## config.mk

```make
export PLATFORM = sky130hd
export DESIGN_NAME = hazard_stall_controller
export DESIGN_NICKNAME = d
export VERILOG_FILES = /design/src/rtl/hazard_stall_controller.sv
export SDC_FILE = /design/constraint.sdc
export NUM_CORES = 1
export LEC_CHECK = 0
export ABC_CLOCK_PERIOD_IN_PS = 13900
export CAP_MARGIN = 20
export CORE_MARGIN = 4
export CORE_UTILIZATION = 40
export DETAILED_ROUTE_END_ITERATION = 8
export PLACE_DENSITY = 0.95
export SETUP_SLACK_MARGIN = 0.05
export SYNTH_ARGS = -nofsm -noshare
export SYNTH_HDL_FRONTEND = slang
export SYNTH_SLANG_ARGS = --single-unit
```

## constraint.sdc

```tcl
create_clock -name clk -period 13.9 [get_ports clk]
set_input_delay 4.17 -clock clk [delete_from_list [all_inputs] [get_ports clk]]
set_output_delay 4.17 -clock clk [all_outputs]
set_load 0.01 [all_outputs]
```

## src/rtl/hazard_stall_controller.sv

```systemverilog
// rtl/hazard_stall_controller.sv - pipeline hazard stall/flush controller with EX operand hold
//
// Purpose:
//   Detects load-use hazards, holds the pipeline while a multi-cycle EX unit
//   is busy, flushes IF/ID and ID/EX on a taken branch, and captures the
//   forwarded EX operands seen while the pipeline is stalled.
//
// Ports:
//   clk, rst                 clock, asynchronous active-high reset
//   IF_ID_rs1, IF_ID_rs2     source registers of the instruction in ID
//   ID_EX_rd, ID_EX_memread  destination / load flag of the instruction in EX
//   EX_busy                  multi-cycle EX unit still working
//   EX_branch_taken          redirect resolved in EX this cycle
//   fwd_rsN_data/enable      forwarding results available during a stall
//   PC_stall, IF_ID_stall    freeze fetch and the IF/ID register
//   EX_stall                 freeze EX while the multi-cycle unit is busy
//   ID_EX_bubble             insert a bubble into ID/EX (load-use)
//   IF_ID_flush, ID_EX_flush squash wrong-path instructions
//   hold_rsN_data/valid      first forwarded operand captured during a stall
//   stall_cycles             count of stalled cycles (saturating)
//
// Configuration:
//   HAZARD_STALL_CNT_EN      when defined, stall_cycles counts edges with
//                            PC_stall=1, saturating at 16'hFFFF; otherwise
//                            stall_cycles is tied to zero.

module hazard_stall_controller (
    input  logic        clk,
    input  logic        rst,
    input  logic [4:0]  IF_ID_rs1,
    input  logic [4:0]  IF_ID_rs2,
    input  logic [4:0]  ID_EX_rd,
    input  logic        ID_EX_memread,
    input  logic        EX_busy,
    input  logic        EX_branch_taken,
    input  logic [31:0] fwd_rs1_data,
    input  logic [31:0] fwd_rs2_data,
    input  logic        fwd_rs1_enable,
    input  logic        fwd_rs2_enable,
    output logic        PC_stall,
    output logic        IF_ID_stall,
    output logic        EX_stall,
    output logic        ID_EX_bubble,
    output logic        IF_ID_flush,
    output logic        ID_EX_flush,
    output logic [31:0] hold_rs1_data,
    output logic [31:0] hold_rs2_data,
    output logic        hold_rs1_valid,
    output logic        hold_rs2_valid,
    output logic [15:0] stall_cycles
);

    typedef enum logic [1:0] {
        RUN       = 2'd0,
        LU_BUBBLE = 2'd1,
        EX_WAIT   = 2'd2,
        FLUSH     = 2'd3
    } state_t;

    state_t state;

    logic load_use;
    logic ex_stall_int;
    logic bubble_int;
    logic flush_int;
    logic stall_int;

    always_comb begin
        load_use     = ID_EX_memread && (ID_EX_rd != 5'd0) &&
                       ((ID_EX_rd == IF_ID_rs1) || (ID_EX_rd == IF_ID_rs2));
        // EX holds whenever the unit is busy, except in the one-cycle flush
        // slot where the wrong-path work is being discarded anyway.
        ex_stall_int = EX_busy && (state != FLUSH);
        bubble_int   = load_use && (state == RUN) && !EX_busy && !EX_branch_taken;
        flush_int    = (EX_branch_taken && !ex_stall_int) || (state == FLUSH);
        // A flush always wins over a stall so the redirect is never frozen.
        stall_int    = (ex_stall_int || bubble_int) && !flush_int;
    end

    // Control outputs are forced low for as long as reset is held, without
    // waiting for a clock edge.
    assign EX_stall     = !rst && ex_stall_int;
    assign ID_EX_bubble = !rst && bubble_int;
    assign PC_stall     = !rst && stall_int;
    assign IF_ID_stall  = !rst && stall_int;
    assign IF_ID_flush  = !rst && flush_int;
    assign ID_EX_flush  = !rst && flush_int;

    always_ff @(posedge clk or posedge rst) begin
        if (rst) begin
            state <= RUN;
        end else begin
            case (state)
                RUN, LU_BUBBLE: begin
                    if (EX_branch_taken)
                        state <= FLUSH;
                    else if (EX_busy)
                        state <= EX_WAIT;
                    else if (load_use && (state == RUN))
                        state <= LU_BUBBLE;
                    else
                        state <= RUN;
                end
                EX_WAIT: begin
                    if (EX_busy)
                        state <= EX_WAIT;
                    else if (EX_branch_taken)
                        state <= FLUSH;
                    else
                        state <= RUN;
                end
                default: state <= RUN;
            endcase
        end
    end

    // Operand capture: the first enabled forward seen during a stall is kept
    // until the stall ends; any cycle without EX_stall empties the holders.
    always_ff @(posedge clk or posedge rst) begin
        if (rst) begin
            hold_rs1_data  <= 32'd0;
            hold_rs2_data  <= 32'd0;
            hold_rs1_valid <= 1'b0;
            hold_rs2_valid <= 1'b0;
        end else if (!ex_stall_int) begin
            hold_rs1_data  <= 32'd0;
            hold_rs2_data  <= 32'd0;
            hold_rs1_valid <= 1'b0;
            hold_rs2_valid <= 1'b0;
        end else begin
            if (fwd_rs1_enable && !hold_rs1_valid) begin
                hold_rs1_data  <= fwd_rs1_data;
                hold_rs1_valid <= 1'b1;
            end
            if (fwd_rs2_enable && !hold_rs2_valid) begin
                hold_rs2_data  <= fwd_rs2_data;
                hold_rs2_valid <= 1'b1;
            end
        end
    end

`ifdef HAZARD_STALL_CNT_EN
    logic [15:0] stall_cnt;

    always_ff @(posedge clk or posedge rst) begin
        if (rst)
            stall_cnt <= 16'd0;
        else if (stall_int && (stall_cnt != 16'hFFFF))
            stall_cnt <= stall_cnt + 16'd1;
    end

    assign stall_cycles = stall_cnt;
`else
    assign stall_cycles = 16'h0000;
`endif

endmodule

```

; ---- Yosys cells after proc, flatten, opt, wreduce, memory -nomap -nowiden
; Index checks and enable logic that the tools add are counted.
; W data, S select, Z words.
[totals]
reg_bits = 68
out_inout_bits = 88
[op_classes]
n_eq_ne = 8
muxes = 14
reduce_logical = 27
[op_table]
columns = op, n
row1 = $mux W32, 4
row2 = $logic_and A1 B1 Y1, 14
row3 = $eq A5 B5 Y1, 2
row4 = $mux W2, 4
row5 = $logic_not A1 Y1, 7
row6 = $mux W1, 5
row7 = $reduce_bool A5 Y1, 1
row8 = $eq A2 B2 Y1 const B, 2
row9 = $ne A2 B1 Y1 const B, 2
row10 = $pmux W2 S2, 1
row11 = $logic_or A1 B1 Y1, 3
row12 = $eq A2 B1 Y1 const B, 1
row13 = $logic_not A2 Y1, 1
row14 = $ne A2 B2 Y1 const B, 1
row15 = $reduce_or A2 Y1, 1

; ---- Depth between registers and ports, before layout
[logic_depth]
word_depth = 9
ltp_mapped = 6
ltp_nobuf = 5

; ---- Least setup slack after synthesis
; Ideal clock, no wire load.
[synth_timing]
path_kind = input port to output port
start = input port rst
end = output port PC_stall
t_arrival_ns = 6.269
required_time_ns = 9.730
path_slack_ns = 3.461
path_stages = 4
path_buffers = 1
path_cell_list = inv_1 -> nand2_1 -> o22ai_1 -> buf_4
[synth_between]
elab_chain_cells = 2
[synth_lines]
columns = item, line_no
row1 = "start, declared", 29  ; input logic rst,
row2 = $logic_not A1 Y1 (no line), n/a
row3 = $logic_and A1 B1 Y1, n/a
row4 = "end, declared", 40  ; output logic PC_stall,
; No other way between the ends.

; ---- Final worst setup path
[layout_timing]
start = input port rst
end = output port IF_ID_stall
[layout_between]
elab_chain_cells = 2
[layout_lines]
columns = item, line_no
row1 = $logic_not A1 Y1 (no line), n/a
row2 = $logic_and A1 B1 Y1, 85  ; assign IF_ID_stall = !rst && stall_int;
row3 = "end, declared", 41  ; output logic IF_ID_stall,
; No other way between the ends.

==> flow_summary.yaml <==
min_path:
  holdPathEnd: "hold_rs2_data[8]"
  min-delay-start: "hold_rs2_data[8]"
  hold_path_class: "flop to flop"
  min_path_cells: 1
timing:
  worst_slew_pin_slew_ns: 0.8421
  setup_ws_ns: 3.429
  maxSlewViolCount: 0
  finalHoldViolations: 0
  finalClockSkew_ns: 0.006665
  relSlewSlack_pct: 43.86
  setup-tns-final_ns: 0
  rsz0062_at_grt: "no"
  hold_slack_ns: 0.5041
  setup_violations: 0
  finalCriticalPeriod_ns: 10.47
  max_freq_mhz: 95.50
  period_share_pct: 75.33
critical_path:
  rrSetupSlack_ns: 12.17
  cp_slowest_cell: "buf_4"
  worstReg2RegStart: "state[1]"
  path_common_cell: "clkdlybuf4s50_1"
  path_class: "input port to primary output"
  crit_required_ns: 9.73
  slowest_delay_ns: 0.63
  reg2reg_depth: 5
  path_cells: "clkdlybuf4s50_1, inv_2, buf_4, nand2_1, o22ai_1, clkdlybuf4s50_1"
  worstReg2RegEnd: "hold_rs2_data[14]"
  crit_fanout: 69
  end_kind: "primary output"
  arrival_ns: 6.30
  start_kind: "input port"
pwr:
  seqPwrFrac_pct: 42.4
  ir_worst_vdd_mv: 0.05472
  comb_power_share_pct: 18.5
  clkPwrFrac_pct: 39.2
  p_switching_uw: 118.7
  internal_power_uw: 396.6
  switching_share_pct: 23.03
  leakage_uw: 0.002037
  pwr_density_cell_mw_per_mm2: 111.5
grt:
  grt_pass1_wl_um: 11700
  grt-ovfl-total: 0
  grt.total_usage_pct: 17.77
  grt_max_degree: 70
  grt_pass1_vias: 2317
  antenna_found_initial: 0
place:
  dpl.hpwl_um: 5618
  dpl_worst_slack_ns: 3.364
  port-buffer-count: 157
  gp_congestion: 0.8300
  dp_cells: 444
cts:
  cts_root_buf: "clkbuf_8"
  ctsHoldBuffers: 0
  clock_path_buffers: 2
  path_clk_slew_ns: 0.07
  h-tree-depth: 3
  cts_tree: "built"
  cts_setup_buffers: 0
  clock_sinks: 68
  cts_resized: 0
  clock_latency_ns: 0.32
  cts_made_buffers: 9
yosys:
  synth_flop_cell: "dfrtp_1"
  synth_area_leader_cell: "dfrtp_1"
  yosysUniqueCellTypes: 23
  synthArstFlopShare_pct: 100.0
  synth.mux.area_fraction_pct: 0
  ys_ff_latch: 68
  synthAdderAreaFrac_pct: 0
  avgSynthCellArea_um2: 13.73
  yosysWarnings: 0
  synth_xor_area_share_pct: 3.143
  synth-compound-area-share_pct: 22.41
  synth-simple-area-share_pct: 4.356
  post-synth-top-count-cell: "dfrtp_1"
  synth_top_family_by_area: "compound AO/OA/AOI/OAI gates"
  yosysSeqAreaShare_pct: 61.07
  synth_edf_count: 0
  netlist_area_mm2: 0.002786
  synth_top_area_share_pct: 61.07
  yosys-top-cells-area: "dfrtp_1 (61%), a22o_1 (20%), buf_4 (4.8%)"
  syn_inst: 203
  synth_common_cells: "dfrtp_1 (68), a22o_1 (64), buf_4 (18)"
floorplan:
  die_h_um: 91.46
  initial_core_util_pct: 41.01
  rows: 30
  dieArea_mm2: 0.008365
  io_pins: 174
  core_area_mm2: 0.006794
  die_w_um: 91.46
run_status:
  status: "finished, final reports clean"
final_layout:
  seqCellArea_mm2: 0.001702
  final_cells: 462
  multi_input_area_um2: 893.4
  num-nets-final: 447
  areaGrowthSynthToFinish_pct: 65.83
  diodes: 0
  fill_cells: 503
  utilization_pct: 68.01
  drive_gt1_share_pct: 7.650
drt:
  drtAntennaViolNets: 0
  viasPerCell: 4.835
  drt-wirelength-per-cell_um: 16.39
  drt_iter0_markers: 60
  vias: 2234
  drt-pass1-iter-count: 4
  drc: 0
  drt_wl_total_um: 7570
flow_run:
  drv_cap: 0
-- layout by cell type (no fill, tap or decap), types with 2 or more instances in the layout --
cell,count
nand2_1,2
a22o_1,64
conb_1,16
a21oi_1,2
buf_4,3
xor2_1,4
clkbuf_8,11
inv_1,3
nand3_1,2
bufinv_16,3
nor3_1,2
dfrtp_1,68
nor3b_4,2
o21a_1,2
clkdlybuf4s50_1,157
a21oi_2,2
xnor2_1,6
nor2_1,6
-- routing by layer --
layer	global-route usage (%)	up-vias	routed length [um]
li1	-	1033	-
met1	21.10	1099	3089
met2	30.74	98	3928
met3	5.551	4	521
met4	5.276	0	29
met5	0	-	0
-- registers in the layout (all words and copies together), names as in the netlist --
| signal | count |
|---|---|
| hold_rs2_valid | 1 |
| hold_rs1_valid | 1 |
| state | 2 |
| hold_rs2_data | 32 |
| hold_rs1_data | 32 |
-- power groups by stage --
stage	Clock, uW	Sequential [uW]	Combinational [uW]
3_3_place_gp	0	221	92.1
2_1_floorplan	0	227	35.5
3_5_place_dp	0	222	94.5
6_report	202	218	95.2
4_1_cts	208	218	95.1
5_1_grt	218	220	102
-- logic make-up after synthesis --
family                    after synthesis
other                                   1
buffers and inverters                  34
and+or+nand+nor                        18
AOI/OAI and AO/OA                      72
DFF                                    68
xor gates and xnor gates               10
-- area by class of cell --
| class | count | area share, % |
|---|---|---|
| clock inverters | 5 | 2.302 |
| multi-input cells | 116 | 19.33 |
| repair buffers | 162 | 35.34 |
| well taps | 96 | 2.600 |
| flip-flops and latches | 68 | 36.83 |
| clock buffers | 11 | 3.276 |
| inverters | 4 | 0.3249 |
-- stage by stage --
step | power, uW | area [um2]
2_1_floorplan | 262.3 | 2843
3_3_place_gp | 313.3 | 4324
3_5_place_dp | 316.2 | 4324
4_1_cts | 521.0 | 4582
5_1_grt | 539.3 | 4621
6_report | 515.3 | 4621
-- worst max-delay path, delay by kind of cell --
family / cells / cell delay (ns)
simple gates: 1 / 0.16
buf+inv: 4 / 1.77
compound gates: 1 / 0.19
-- worst max path at each step --
stage,start,end,depth (start not counted)
4_1_cts,rst,IF_ID_stall,6
6_report,rst,IF_ID_stall,6
2_1_floorplan,rst,PC_stall,4
3_5_place_dp,rst,PC_stall,6
3_3_place_gp,rst,PC_stall,6
5_1_grt,rst,PC_stall,6
Power figures use the tool's default switching activity.
